$ cat src/rtl/fifo_arb_pkg.sv
// Shared types, widths and width helpers for the FIFO write-port arbiter.
package fifo_arb_pkg;

   typedef enum logic {
      IDLE  = 1'b0,
      BURST = 1'b1
   } arb_state_e;

   // Widths for the default configuration (4 producers, 8-beat cap).
   localparam int unsigned NUM_REQ_DEF   = 4;
   localparam int unsigned MAX_BURST_DEF = 8;
   localparam int unsigned ID_W          = $clog2(NUM_REQ_DEF);
   localparam int unsigned CNT_W         = $clog2(MAX_BURST_DEF + 1);

   // Producer index width for an arbitrary producer count.
   function automatic int unsigned id_width(input int unsigned n);
      return (n > 1) ? $clog2(n) : 1;
   endfunction

   // Beat counter width able to hold 0..max_burst.
   function automatic int unsigned cnt_width(input int unsigned max_burst);
      return $clog2(max_burst + 1);
   endfunction

endpackage

$ cat src/rtl/fifo_wr_arbiter_rr_pick.sv
// Rotating-priority picker: first set request at or after ptr_i, wrapping.
module rr_pick #(
   parameter int unsigned N     = 4,
   parameter int unsigned IDX_W = 2
) (
   input  logic [N-1:0]     req_i,
   input  logic [IDX_W-1:0] ptr_i,
   output logic             found_o,
   output logic [IDX_W-1:0] index_o
);

   logic [2*N-1:0] dbl;
   logic [N-1:0]   rot;
   int unsigned    sum;

   // Rotate the request vector so ptr_i lands at bit 0, then take the lowest set bit.
   always_comb begin
      dbl     = {req_i, req_i};
      rot     = N'(dbl >> ptr_i);
      found_o = |rot;
      sum     = 32'(ptr_i);
      for (int k = N - 1; k >= 0; k--) begin
         if (rot[k]) begin
            sum = 32'(ptr_i) + unsigned'(k);
         end
      end
      if (sum >= N) begin
         sum = sum - N;
      end
      index_o = IDX_W'(sum);
   end

endmodule

$ cat src/rtl/fifo_wr_arbiter.sv
// Round-robin, packet-granular arbiter sharing one FIFO write port between producers.
module fifo_wr_arbiter
   import fifo_arb_pkg::*;
#(
   parameter int unsigned NUM_REQ   = 4,
   parameter int unsigned DATA_W    = 32,
   parameter int unsigned MAX_BURST = 8
) (
   input  logic                        clk,
   input  logic                        rst,
   input  logic [NUM_REQ-1:0]          req_valid,
   input  logic [NUM_REQ*DATA_W-1:0]   req_data,
   input  logic [NUM_REQ-1:0]          req_last,
   output logic [NUM_REQ-1:0]          req_ready,
   output logic                        fifo_wr_en,
   output logic [DATA_W-1:0]           fifo_wr_data,
   input  logic                        fifo_full,
   input  logic                        fifo_almost_full,
   output logic [$clog2(NUM_REQ)-1:0]  grant_id,
   output logic                        busy
);

   localparam int unsigned GW = id_width(NUM_REQ);
   localparam int unsigned BW = cnt_width(MAX_BURST);

   arb_state_e      state_q;
   logic [GW-1:0]   grant_id_q;
   logic [GW-1:0]   rr_ptr_q;
   logic [BW-1:0]   beat_cnt_q;

   logic            pick_found;
   logic [GW-1:0]   pick_idx;
   logic [GW-1:0]   next_ptr;
   logic            in_burst;
   logic            gnt_valid;
   logic            gnt_last;
   logic [DATA_W-1:0] gnt_data;
   logic            xfer;
   logic            burst_end;
   logic            arb_go;

   rr_pick #(
      .N     (NUM_REQ),
      .IDX_W (GW)
   ) u_rr_pick (
      .req_i   (req_valid),
      .ptr_i   (rr_ptr_q),
      .found_o (pick_found),
      .index_o (pick_idx)
   );

   // Select the granted producer's lane and derive transfer / release / arbitration strobes.
   always_comb begin
      in_burst  = (state_q == BURST);
      gnt_valid = 1'b0;
      gnt_last  = 1'b0;
      gnt_data  = '0;
      for (int i = 0; i < NUM_REQ; i++) begin
         if (grant_id_q == GW'(i)) begin
            gnt_valid = req_valid[i];
            gnt_last  = req_last[i];
            gnt_data  = req_data[i*DATA_W +: DATA_W];
         end
      end
      xfer      = in_burst & gnt_valid & ~fifo_full;
      burst_end = xfer & (gnt_last | (beat_cnt_q == BW'(MAX_BURST - 1)));
      arb_go    = ~in_burst & pick_found & ~fifo_almost_full;
      next_ptr  = (pick_idx == GW'(NUM_REQ - 1)) ? '0 : pick_idx + GW'(1);
   end

   // Zero-latency write-port pass-through while a grant is active.
   always_comb begin
      req_ready    = '0;
      fifo_wr_en   = 1'b0;
      fifo_wr_data = '0;
      busy         = in_burst;
      if (in_burst) begin
         for (int i = 0; i < NUM_REQ; i++) begin
            req_ready[i] = xfer & (grant_id_q == GW'(i));
         end
         fifo_wr_en   = xfer;
         fifo_wr_data = gnt_data;
      end
   end

   // Arbitration FSM: grant in IDLE, count beats and release in BURST.
   always_ff @(posedge clk or posedge rst) begin
      if (rst) begin
         state_q    <= IDLE;
         grant_id_q <= '0;
         rr_ptr_q   <= '0;
         beat_cnt_q <= '0;
      end else begin
         case (state_q)
            IDLE: begin
               if (arb_go) begin
                  grant_id_q <= pick_idx;
                  rr_ptr_q   <= next_ptr;
                  beat_cnt_q <= '0;
                  state_q    <= BURST;
               end
            end
            BURST: begin
               if (xfer) begin
                  beat_cnt_q <= beat_cnt_q + BW'(1);
                  if (burst_end) begin
                     state_q <= IDLE;
                  end
               end
            end
            default: state_q <= IDLE;
         endcase
      end
   end

   assign grant_id = grant_id_q;

endmodule

$ cat config.mk
export PLATFORM = sky130hd
export DESIGN_NAME = fifo_wr_arbiter
export DESIGN_NICKNAME = d
export VERILOG_FILES = /design/src/rtl/fifo_arb_pkg.sv /design/src/rtl/fifo_wr_arbiter_rr_pick.sv /design/src/rtl/fifo_wr_arbiter.sv
export SDC_FILE = /design/constraint.sdc
export NUM_CORES = 1
export LEC_CHECK = 0
export BUFFER_PORTS_ARGS = -buffer_cell sky130_fd_sc_hd__buf_2
export CORE_UTILIZATION = 35
export CTS_BUF_LIST = sky130_fd_sc_hd__clkbuf_2
export DETAILED_ROUTE_END_ITERATION = 7
export PLACE_DENSITY = 0.8
export SYNTH_ARGS = -nofsm -noshare
export SYNTH_HDL_FRONTEND = slang
export SYNTH_SLANG_ARGS = --single-unit
$ cat constraint.sdc
create_clock -name clk -period 2 [get_ports clk]
set_input_delay 0.2 -clock clk [delete_from_list [all_inputs] [get_ports clk]]
set_output_delay 0.2 -clock clk [all_outputs]
set_load 0.1 [all_outputs]
==> impl_metrics.yaml <==
run_status:
  status: "finished, violations left"
  violations: "setup timing"
detailed_routing:
  via_per_inst: 5.48
  vias: 2078
  drt_iter0_drc: 93
  finalWirelength_um: 7400
  antenna_left: 0
  first_pass_iters: 4
  drc: 0
  wl_per_cell_um: 19.5
grt:
  grt_pass1_vias: 2127
  grt_max_degree: 20
  grt_pass1_wl_um: 10400
  busiest_layer: "met2"
  met1_usage_pct: 33.4
  met3_usage_pct: 6.69
  grt_use_total_pct: 27.1
  gr-usage-met2_pct: 46.7
  grt_overflow: 0
  antenna_found_initial: 3
yosys:
  yosys.area_share.simple_pct: 23.2
  synth_top_flop_cell: "dfrtp_1"
  synth_seq_cells: 9
  synth.cell_area_um2: 1610
  synth_edf_count: 0
  yosysSeqAreaShare_pct: 14.0
  synth_cell_types: 36
  synth.avg_cell_area_um2: 11.4
  yosysWarnings: 0
  synthAdderAreaFrac_pct: 0.779
  synth-xor-area-share_pct: 0
  synth_top_family_by_area: "multiplexers"
  syn_inst: 141
  syn-num-nets: 282
  synth.area.mux_share_pct: 49.2
  synth_compound_area_share_pct: 8.57
  async_flop_share_pct: 100
clock_tree:
  htree_levels: 1
  clkSlewWorstSetupHoldPaths_ps: 90
  cts_tree: "built"
  clk_latency_ps: 240
  clkSinkCount: 9
  clockBufferDepth: 2
  numCtsBuffers: 3
  cts-root-buf: "clkbuf_2"
timing:
  rsz0062_at_grt: "yes"
  finalHoldViolations: 0
  maxSlewViolCount: 0
  setup_viol: 1
  maxSlewHeadroom_pct: 66.3
  skew_ps: 6.59
  tightest_slew_ps: 500
  setup_ws_ps: -8.62
  finalCritPeriodShare_pct: 100
  period_needed_ps: 2010
  fmax_ghz: 0.498
job:
  cap_violations: 0
setup_path:
  crit_type: "flop to output port"
  required_ps: 1800
  crit_path_end_kind: "output port"
  critPathLaunchType: "flop"
  crit_family: "multiplexers"
  arrival_ps: 1810
  critical_path.most_common_cell: "buf_6"
  path_cells: "buf_6 -> mux4_2 -> and2_2 -> buf_6"
  critPathMaxFanout: 7
  critPathBufInv: 2
  slowest_stage: "mux4_2"
  slowest_delay_ps: 510
place:
  gp_congestion: 0.904
  place_inst: 368
  dp_hpwl_um: 5270
  io_buffers: 179
finish:
  stdcell_count: 379
  syn2layout_area_growth_pct: 105
  fill_cells: 280
  nets: 468
  layout-drive-gt1-share_pct: 85.3
die:
  core_area_um2: 4380
  row_count: 24
  dieArea_um2: 4870
  start_util_pct: 36.6
  dieHeight_um: 69.8
  die-width_um: 69.8
  io_pins: 180
worst_hold_path:
  hold_class: "primary input to flop"
area by class of cell:
class	instances	area, um2	share of cell area (%)
tap	52	65.1	1.97
clock buffer	4	20.0	0.607
sequential	9	236	7.17
inverter	3	15.0	0.455
antenna	1	2.50	0.0759
multi-input combinational	117	1440	43.7
timing repair buffer	193	1520	46.0
worst reg2reg max path, delay by kind of cell, from the launching register on:
kind / cells / cell delay, ps
AOI/OAI and AO/OA: 2 / 400
DFF: 1 / 450
and+or+nand+nor: 2 / 760
metrics by stage:
step                area, um2  hold slack [ps]  setup TNS (ps)  util (%)  setup slack [ps]
finish                   3300              323           -8.62      75.2             -8.62
detailed placement       2800              177               0      63.8               123
global placement         2800              180               0      63.8               162
floorplan                1770             28.0            -759         -              -233
CTS                      3080              304           -49.4      70.2             -22.5
global route             3300              335           -1150      75.2             -87.9
layout by cell type (no fill, tap or decap), types with 2 or more instances in the layout:
cell type	synthesis	final
a21oi_1	3	3
buf_4	2	11
and2_2	0	2
nand2b_1	4	4
buf_2	3	142
nand2_1	9	8
nor2b_1	3	3
clkbuf_2	0	4
and2_4	0	30
mux4_2	33	34
o31ai_1	2	2
buf_12	0	31
buf_6	0	7
dfrtp_4	0	3
dfrtp_1	9	6
nand3_1	4	4
o21ai_0	4	4
inv_1	3	2
cells in the mapped netlist, drive strengths merged (2+ instances only):
cell	number	area, um2
a21oi	3	15.0
and2	32	200
nor3	2	10.0
o31ai	3	27.5
clkbuf	5	18.8
nand2	9	33.8
nor2	2	7.51
buf	7	37.5
inv	3	11.3
nand3	4	20.0
o21ai	4	20.0
dfrtp	9	225
nand2b	4	25.0
nor2b	3	18.8
mux4	34	769
timing repair:
action / in CTS / in global routing
resized for setup: 73 / 51
buffers inserted: 3 / 2
cloned: 0 / 0
hold buffers: 1 / 0
endpoints found under the hold margin: 9 / 0
endpoints found under the setup margin: 33 / 34
registers in the layout, summed over array words and instances (netlist names):
signal,flops
grant_id,2
beat_cnt_q,4
rr_ptr_q,2
busy,1
worst paths after layout:
path	depth (start not counted)	endpoint	slack [ps]	from
max	4	fifo_wr_data[1]	-9	grant_id[0]$_DFFE_PP0P_
min in group asynchronous	3	rr_ptr_q[1]$_DFFE_PP0P_	450	rst
max in group asynchronous	3	busy$_DFF_PP0_	1270	rst
max reg2reg	4	rr_ptr_q[1]$_DFFE_PP0P_	280	rr_ptr_q[1]$_DFFE_PP0P_
min	4	busy$_DFF_PP0_	320	fifo_full
min reg2reg	1	beat_cnt_q[3]$_DFFE_PP0P_	480	beat_cnt_q[3]$_DFFE_PP0P_
logic make-up after synthesis:
| family | Yosys count |
|---|---|
| fa+ha+maj | 1 |
| simple gates | 63 |
| flops | 9 |
| compound gates | 17 |
| mux | 36 |
| buf+inv | 15 |
metal layers:
metal,up-vias,part of all wire [%],wire length [um]
met2,129,53,3900
met5,-,0.27,20
li1,926,-,-
met1,989,35,2590
met3,30,8.1,598
met4,4,4.0,294
Power is not shown: default switching activity piles up to over one toggle a cycle in this logic, so the estimate is an artifact.
